==> src/rtl/imem_loader.sv <==
`timescale 1ns/1ps
// -----------------------------------------------------------------------------
// imem_loader
//
// Writer side of the instruction memory. A program arrives as a byte stream:
// a 16-bit word count N (MSB first) followed by N 32-bit words (MSB first).
// Each assembled word is written to the instruction store as a one-cycle
// write strobe with a word-aligned byte address. The CPU core is held idle
// while busy is high. done releases it, and error flags a rejected length.
//
// Parameters
//   mem_size   number of 32-bit words in the instruction store (1..65535)
//   addr_data  width of the instruction word and of the write address
//
// Ports
//   clk         system clock, rising edge
//   rst_n       asynchronous active-low reset
//   start       one-cycle pulse that begins a load (IDLE/DONE/ERR only)
//   byte_in     stream data byte
//   byte_valid  byte_in is valid this cycle
//   byte_ready  loader accepts a byte this cycle
//   we          write strobe to the instruction store, one cycle per word
//   waddr       byte address of the word being written (bits [1:0] = 0)
//   wdata       instruction word being written
//   busy        a load is in progress
//   done        last load completed successfully (held)
//   error       last load rejected because of a bad length (held)
// -----------------------------------------------------------------------------
module imem_loader #(
    parameter int mem_size  = 256,
    parameter int addr_data = 32
) (
    input  logic                 clk,
    input  logic                 rst_n,
    input  logic                 start,
    input  logic [7:0]           byte_in,
    input  logic                 byte_valid,
    output logic                 byte_ready,
    output logic                 we,
    output logic [addr_data-1:0] waddr,
    output logic [addr_data-1:0] wdata,
    output logic                 busy,
    output logic                 done,
    output logic                 error
);

    typedef enum logic [2:0] {
        S_IDLE,
        S_LEN_HI,
        S_LEN_LO,
        S_WORD,
        S_WRITE,
        S_DONE,
        S_ERR
    } state_e;

    localparam logic [15:0] MEM_WORDS = 16'(mem_size);

    state_e               state_q;
    logic [15:0]          len_q;
    logic [15:0]          word_idx_q;
    logic [1:0]           byte_cnt_q;
    logic [23:0]          shift_q;     // first three bytes of the word in flight
    logic                 byte_ready_q;
    logic                 we_q;
    logic                 busy_q;
    logic                 done_q;
    logic                 error_q;
    logic [addr_data-1:0] waddr_q;
    logic [addr_data-1:0] wdata_q;

    logic                 accept;
    logic [15:0]          len_d;
    logic                 len_bad;
    logic [31:0]          word_d;
    logic [15:0]          word_idx_d;

    // byte_ready_q is the registered handshake, so the transfer condition
    // never depends combinationally on byte_valid.
    assign accept     = byte_valid && byte_ready_q;
    assign len_d      = {len_q[15:8], byte_in};
    assign len_bad    = (len_d == 16'd0) || (len_d > MEM_WORDS);
    assign word_d     = {shift_q, byte_in};
    assign word_idx_d = word_idx_q + 16'd1;

    // All outputs are registered and updated together with the state, so
    // they always reflect the state the machine is in this cycle.
    // NOTE: sequential state uses non-blocking assignments only, so every
    // right-hand side below reads the value from before this clock edge.
    always_ff @(posedge clk or negedge rst_n) begin
        if (!rst_n) begin
            state_q      <= S_IDLE;
            len_q        <= '0;
            word_idx_q   <= '0;
            byte_cnt_q   <= '0;
            shift_q      <= '0;
            byte_ready_q <= 1'b0;
            we_q         <= 1'b0;
            busy_q       <= 1'b0;
            done_q       <= 1'b0;
            error_q      <= 1'b0;
            waddr_q      <= '0;
            wdata_q      <= '0;
        end else begin
            we_q <= 1'b0;  // strobe is raised only on the way into S_WRITE
            unique case (state_q)
                S_IDLE, S_DONE, S_ERR: begin
                    if (start) begin
                        state_q      <= S_LEN_HI;
                        byte_ready_q <= 1'b1;
                        busy_q       <= 1'b1;
                        done_q       <= 1'b0;
                        error_q      <= 1'b0;
                        word_idx_q   <= '0;
                    end
                end
                S_LEN_HI: begin
                    if (accept) begin
                        len_q[15:8] <= byte_in;
                        state_q     <= S_LEN_LO;
                    end
                end
                S_LEN_LO: begin
                    if (accept) begin
                        len_q <= len_d;
                        if (len_bad) begin
                            state_q      <= S_ERR;
                            byte_ready_q <= 1'b0;
                            busy_q       <= 1'b0;
                            error_q      <= 1'b1;
                        end else begin
                            state_q    <= S_WORD;
                            byte_cnt_q <= '0;
                        end
                    end
                end
                S_WORD: begin
                    if (accept) begin
                        shift_q    <= word_d[23:0];
                        byte_cnt_q <= byte_cnt_q + 2'd1;
                        if (byte_cnt_q == 2'd3) begin
                            // Fourth byte: present the write in the next cycle.
                            state_q      <= S_WRITE;
                            byte_ready_q <= 1'b0;
                            we_q         <= 1'b1;
                            waddr_q      <= addr_data'({word_idx_q, 2'b00});
                            wdata_q      <= addr_data'(word_d);
                        end
                    end
                end
                S_WRITE: begin
                    word_idx_q <= word_idx_d;
                    if (word_idx_d == len_q) begin
                        state_q <= S_DONE;
                        busy_q  <= 1'b0;
                        done_q  <= 1'b1;
                    end else begin
                        state_q      <= S_WORD;
                        byte_ready_q <= 1'b1;
                    end
                end
                default: begin
                    state_q      <= S_IDLE;
                    byte_ready_q <= 1'b0;
                    busy_q       <= 1'b0;
                end
            endcase
        end
    end

    assign byte_ready = byte_ready_q;
    assign we         = we_q;
    assign waddr      = waddr_q;
    assign wdata      = wdata_q;
    assign busy       = busy_q;
    assign done       = done_q;
    assign error      = error_q;

endmodule

==> config.mk <==
export PLATFORM = sky130hd
export DESIGN_NAME = imem_loader
export DESIGN_NICKNAME = d
export VERILOG_FILES = /design/src/rtl/imem_loader.sv
export SDC_FILE = /design/constraint.sdc
export NUM_CORES = 1
export LEC_CHECK = 0
export CAP_MARGIN = 20
export CORE_MARGIN = 5
export CORE_UTILIZATION = 55
export DETAILED_ROUTE_END_ITERATION = 12
export HOLD_SLACK_MARGIN = 0.03
export PLACE_DENSITY_LB_ADDON = 0.1
export SLEW_MARGIN = 20
export SYNTH_ARGS = -nofsm -noshare
export SYNTH_HDL_FRONTEND = slang
export SYNTH_SLANG_ARGS = --single-unit
==> constraint.sdc <==
create_clock -name clk -period 4.22 [get_ports clk]
set_clock_uncertainty 0.2 [all_clocks]
set_input_delay 1.266 -clock clk [delete_from_list [all_inputs] [get_ports clk]]
set_output_delay 1.266 -clock clk [all_outputs]
set_load 0.02 [all_outputs]
# Word-level counts from Yosys, hierarchy flattened
# Cells that the tools add are included.
[word_totals] reg_bits=114 in_bits=12 out_inout_bits=69 wordCells=90
[classes] add_sub_neg=2 magnitude_cmp=1 n_eq_ne=17 muxes=34 bitwise=3 reduce_logical=20
[ops] cell="16-bit one-hot mux with 2 select lines" n=1
[ops] cell="3-bit 2-to-1 mux" n=7
[ops] cell="2-bit inequality test, second input constant" n=9
[ops] cell="16-bit by 1-bit adder with 16-bit output, second input constant" n=1
[ops] cell="16-bit equality test" n=1
[ops] cell="16-bit by 9-bit > comparator with 1-bit output, second input constant" n=1
[ops] cell="16-bit logical NOT" n=1
[ops] cell="16-bit 2-to-1 mux" n=1
[ops] cell="8-bit one-hot mux with 2 select lines" n=1
[ops] cell="3-bit one-hot mux with 5 select lines" n=1
[ops] cell="1-bit 2-to-1 mux" n=14
[ops] cell="5-bit AND reduction" n=2
[ops] cell="3-bit equality test, second input constant" n=3
[ops] cell="3-bit AND reduction" n=3
[ops] cell="8-bit 2-to-1 mux" n=1
[ops] cell="4-bit AND reduction" n=2
[ops] cell="7-bit AND reduction" n=1
[ops] cell="3-bit by 2-bit equality test with 1-bit output, second input constant" n=2
[ops] cell="2-bit 2-to-1 mux" n=3
[ops] cell="2-bit AND reduction" n=3
[ops] cell="2-bit nonzero test" n=3
[ops] cell="1-bit one-hot mux with 5 select lines" n=1
[ops] cell="1-bit one-hot mux with 2 select lines" n=2
[ops] cell="1-bit one-hot mux with 4 select lines" n=1
[ops] cell="10 further kinds" n=12

# Depth between registers and ports, before layout
[logic_depth] ltp_word=5 ltp_mapped=8 depth_no_buf=7

# Worst setup path before layout
# No wires, ideal clock.
[synth_timing] path_type="input port to flip-flop" start="input byte_in[5]" end="register busy_q (netlist: busy)" setup_time_ps=120 t_arrival_ps=2619 required_ps=3900 slack_ps=1282 stages=6 n_path_buf=0 cell_sequence="or4_1 or3_1 nand3_1 and2_1 nor3_1 a31o_1"
[synth_between] elab_chain_cells=4 word_cells_on_any_way=5 cone_classes="order compare (1); eq/ne (1); reduce/logical (3)"
[synth_lines] item="start, declared" line_no="36" rtl="input logic [7:0] byte_in,"
[synth_lines] item="16-bit by 9-bit > comparator with 1-bit output or 16-bit logical NOT (tied branches)" line_no="82" rtl="assign len_bad = (len_d == 16'd0) || (len_d > MEM_WORDS);"
[synth_lines] item="1-bit logical OR (*)" line_no="82"
[synth_lines] item="2-bit inequality test (no source line) (*)"
[synth_lines] item="5-bit AND reduction (no source line) (*)"
[synth_lines] item="end signal, assigned" line_no="99" rtl="busy_q <= 1'b0;"
[synth_lines] item="end signal, assigned" line_no="111" rtl="busy_q <= 1'b1;"
[synth_lines] item="end signal, assigned" line_no="129" rtl="busy_q <= 1'b0;"
[synth_lines] item="end, declared" line_no="66" rtl="logic busy_q;"
# Mark *: on every way between the ends. The rest lies on a longest branch, timed or not.
# A chain may end at the register's enable or synchronous reset.

# Final worst setup path
# Same ends and word-level chain as after synthesis.

==> impl_metrics.yaml <==
final_layout:
  mostFrequentLayoutCell: "dfrtp_1"
  fill_cells: 728
  final_cell_mix: "dfrtp_1 (114), mux2_2 (86), clkdlybuf4s50_1 (63)"
  diodes: 0
  layout-area-overhead-vs-synth_pct: 24.2
  drive_gt1_frac: 0.259
  stdcell_area_sq_um: 6610
  fin_nets: 522
yosys:
  syn_inst: 444
  synthMuxAreaShare: 0.182
  ys_ff_latch: 114
  yosysSeqAreaShare: 0.536
  synth_compound_area_frac: 0.0858
  synthAdderAreaFrac: 0.00658
  syn_avg_cell_area_sq_um: 12.0
  synthFlopType: "dfrtp_1"
  syn_area_sq_um: 5320
  synth-xor-area-share: 0.0379
  yosys_warnings: 0
  synth-async-reset-ratio: 1.00
  synth_top_family_by_area: "multiplexers"
  netlist-cell-type-count: 56
  yosys.area_share.simple: 0.102
  synth_edf_count: 0
global_routing:
  grt_usage: 0.207
  grt_pass1_vias: 3685
  grt_overflow: 0
  grt_max_degree: 115
  grt_pass1_wl_um: 18800
  antenna_found_initial: 0
clocking:
  cts-resized-gates: 0
  clkSinkCount: 114
  post_cts_buffers: 0
  cts-hold-fix-buffers: 0
  clk_pin_slew_ns: 0.05
  htree_levels: 4
  numCtsBuffers: 17
  clockBufferDepth: 2
  cts_tree: "built"
  clk_latency_ns: 0.52
  cts_root_buf: "clkbuf_8"
pwr:
  switching_share: 0.318
  intPower_w: 0.00320
  pwr-share-clk: 0.300
  power_density_nw_per_um2: 709
  vdd_drop_max_v: 0.000366
  power_frac_comb: 0.314
  p_seq_frac: 0.386
  power.switching_w: 0.00149
  p_leak_nw: 2.92
setup_path:
  crit_type: "in -> reg"
  start_kind: "input port"
  arrival_ns: 3.30
  cp-startpoint: "byte_in[5]"
  worstPathRequired_ns: 4.42
  r2r_start: "word_idx_q[2]$_DFFE_PN0P_"
  path_max_fanout: 5
  end_kind: "flip-flop"
sta:
  tightest_slew_ns: 0.753
  setup_violations: 0
  setup_tns_ns: 0
  rsz0062_at_grt: "no"
  slew_viol_final: 0
  setup_slack_ns: 1.12
  finalCriticalPeriod_ns: 3.10
  clock.fmax_ghz: 0.322
  relSlewSlack: 0.496
  report.final.hold_viol_count: 0
  fin_crit_sh: 0.735
die:
  die_h_um: 108
  dieArea_sq_um: 11700
  core_area_sq_um: 9590
  die-width_um: 108
  rows: 36
  start_util: 0.555
  ios: 81
placement:
  io_buffers: 64
  place_area_sq_um: 6020
  place_congestion: 0.894
  pre_cts_ws_ns: 0.612
  detailed_place_hpwl_um: 7460
status:
  status: "completed"
detailed_routing:
  dr.pass1.iters: 7
  ant_nets: 0
  via_per_inst: 5.56
  wirelength_um: 11100
  drt_iter0_markers: 197
  vias: 3639
  wl_per_cell_um: 17.0
  drc_errors: 0
worst_hold_path:
  min_from: "waddr[9]$_DFFE_PN0P_"
  worstHoldPathType: "reg -> reg"
flow_run:
  maxCapViolations: 0
[per-stage QoR]
| step | power, W | std cells | utilization | hold WS (ns) |
|---|---|---|---|---|
| 2_1_floorplan | 0.00270 | 459 | - | 0.246 |
| 3_3_place_gp | 0.00325 | 622 | 0.627 | 0.262 |
| 3_5_place_dp | 0.00330 | 622 | 0.627 | 0.271 |
| 4_1_cts | 0.00473 | 654 | 0.689 | 0.292 |
| 5_1_grt | 0.00496 | 654 | 0.689 | 0.308 |
| 6_report | 0.00469 | 654 | 0.689 | 0.283 |
[path summary, 6_finish.rpt]
kind | endpoint | slack [ns] | depth (start not counted)
setup / recovery | busy$_DFFE_PN0P_ | 1.12 | 7
hold / removal | waddr[9]$_DFFE_PN0P_ | 0.28 | 2
setup reg to reg | byte_ready$_DFFE_PN0P_ | 1.36 | 6
hold reg to reg | waddr[9]$_DFFE_PN0P_ | 0.28 | 2
max in group asynchronous | byte_ready$_DFFE_PN0P_ | 2.76 | 2
min in group asynchronous | waddr[11]$_DFFE_PN0P_ | 0.64 | 2
[critical path, stage by stage]
cell and delay (ns):
clkdlybuf4s50_1 0.51, or4_1 0.58, or3_1 0.38, nand3_1 0.14, and2_1 0.18, nor3_1 0.06
a31o_1 0.18
[cell families after synthesis]
group	after synthesis
AND/OR/NAND/NOR	99
other	1
AO/OA/AOI/OAI	70
buffers and inverters	48
adder cells (fa/ha/maj)	3
multiplexers	86
flip-flops	114
XOR/XNOR	23
[layer usage]
metal	vias up	track usage	share of wire
met2	113	0.314	0.49
met3	8	0.0537	0.056
met4	0	0.0703	0.0086
met1	1823	0.291	0.45
met5	-	0	0
li1	1695	-	-
[synthesized netlist by cell type (all sizes together) (3+ instances only)]
cell      n  area (sq um)
dfrtp   114          2850
nand3    13          77.6
nor2     24          92.6
o21ai    29           145
and3      3          18.8
o31ai     5          37.5
inv       9          33.8
buf      27           180
nand2    26          97.6
or4       5          41.3
nor3      7          40.0
xor2      5          43.8
xnor2    18           158
clkbuf   12          47.6
o31a      3          26.3
mux2     86           968
nor4      5          52.6
a21oi     9          45.0
and2      4          25.0
nand4     6          43.8
[power by group through the flow]
stage	combinational, W	clock [W]	sequential [W]
after floorplan	0.000765	0	0.00193
after global placement	0.00145	0	0.00181
after detailed placement	0.00147	0	0.00183
after CTS	0.00149	0.00143	0.00181
after global routing	0.00160	0.00149	0.00187
final	0.00147	0.00140	0.00181
[registers in the layout, indices dropped and copies added (netlist names)]
register / flops
len_q: 16
done: 1
byte_cnt_q: 2
waddr: 16
we: 1
busy: 1
state_q: 3
byte_ready: 1
error: 1
word_idx_q: 16
shift_q: 24
wdata: 32
[cell type report]
| cell class | instances | area [sq um] | area share |
|---|---|---|---|
| repair buffers | 69 | 701 | 0.106 |
| flip-flops and latches | 114 | 2850 | 0.432 |
| inverters | 9 | 33.8 | 0.00511 |
| clock buffers | 19 | 432 | 0.0653 |
| well taps | 133 | 166 | 0.0252 |
| multi-input cells | 297 | 2270 | 0.343 |
| clock inverters | 13 | 159 | 0.0240 |
No activity file was read; power rests on OpenSTA's default activity.
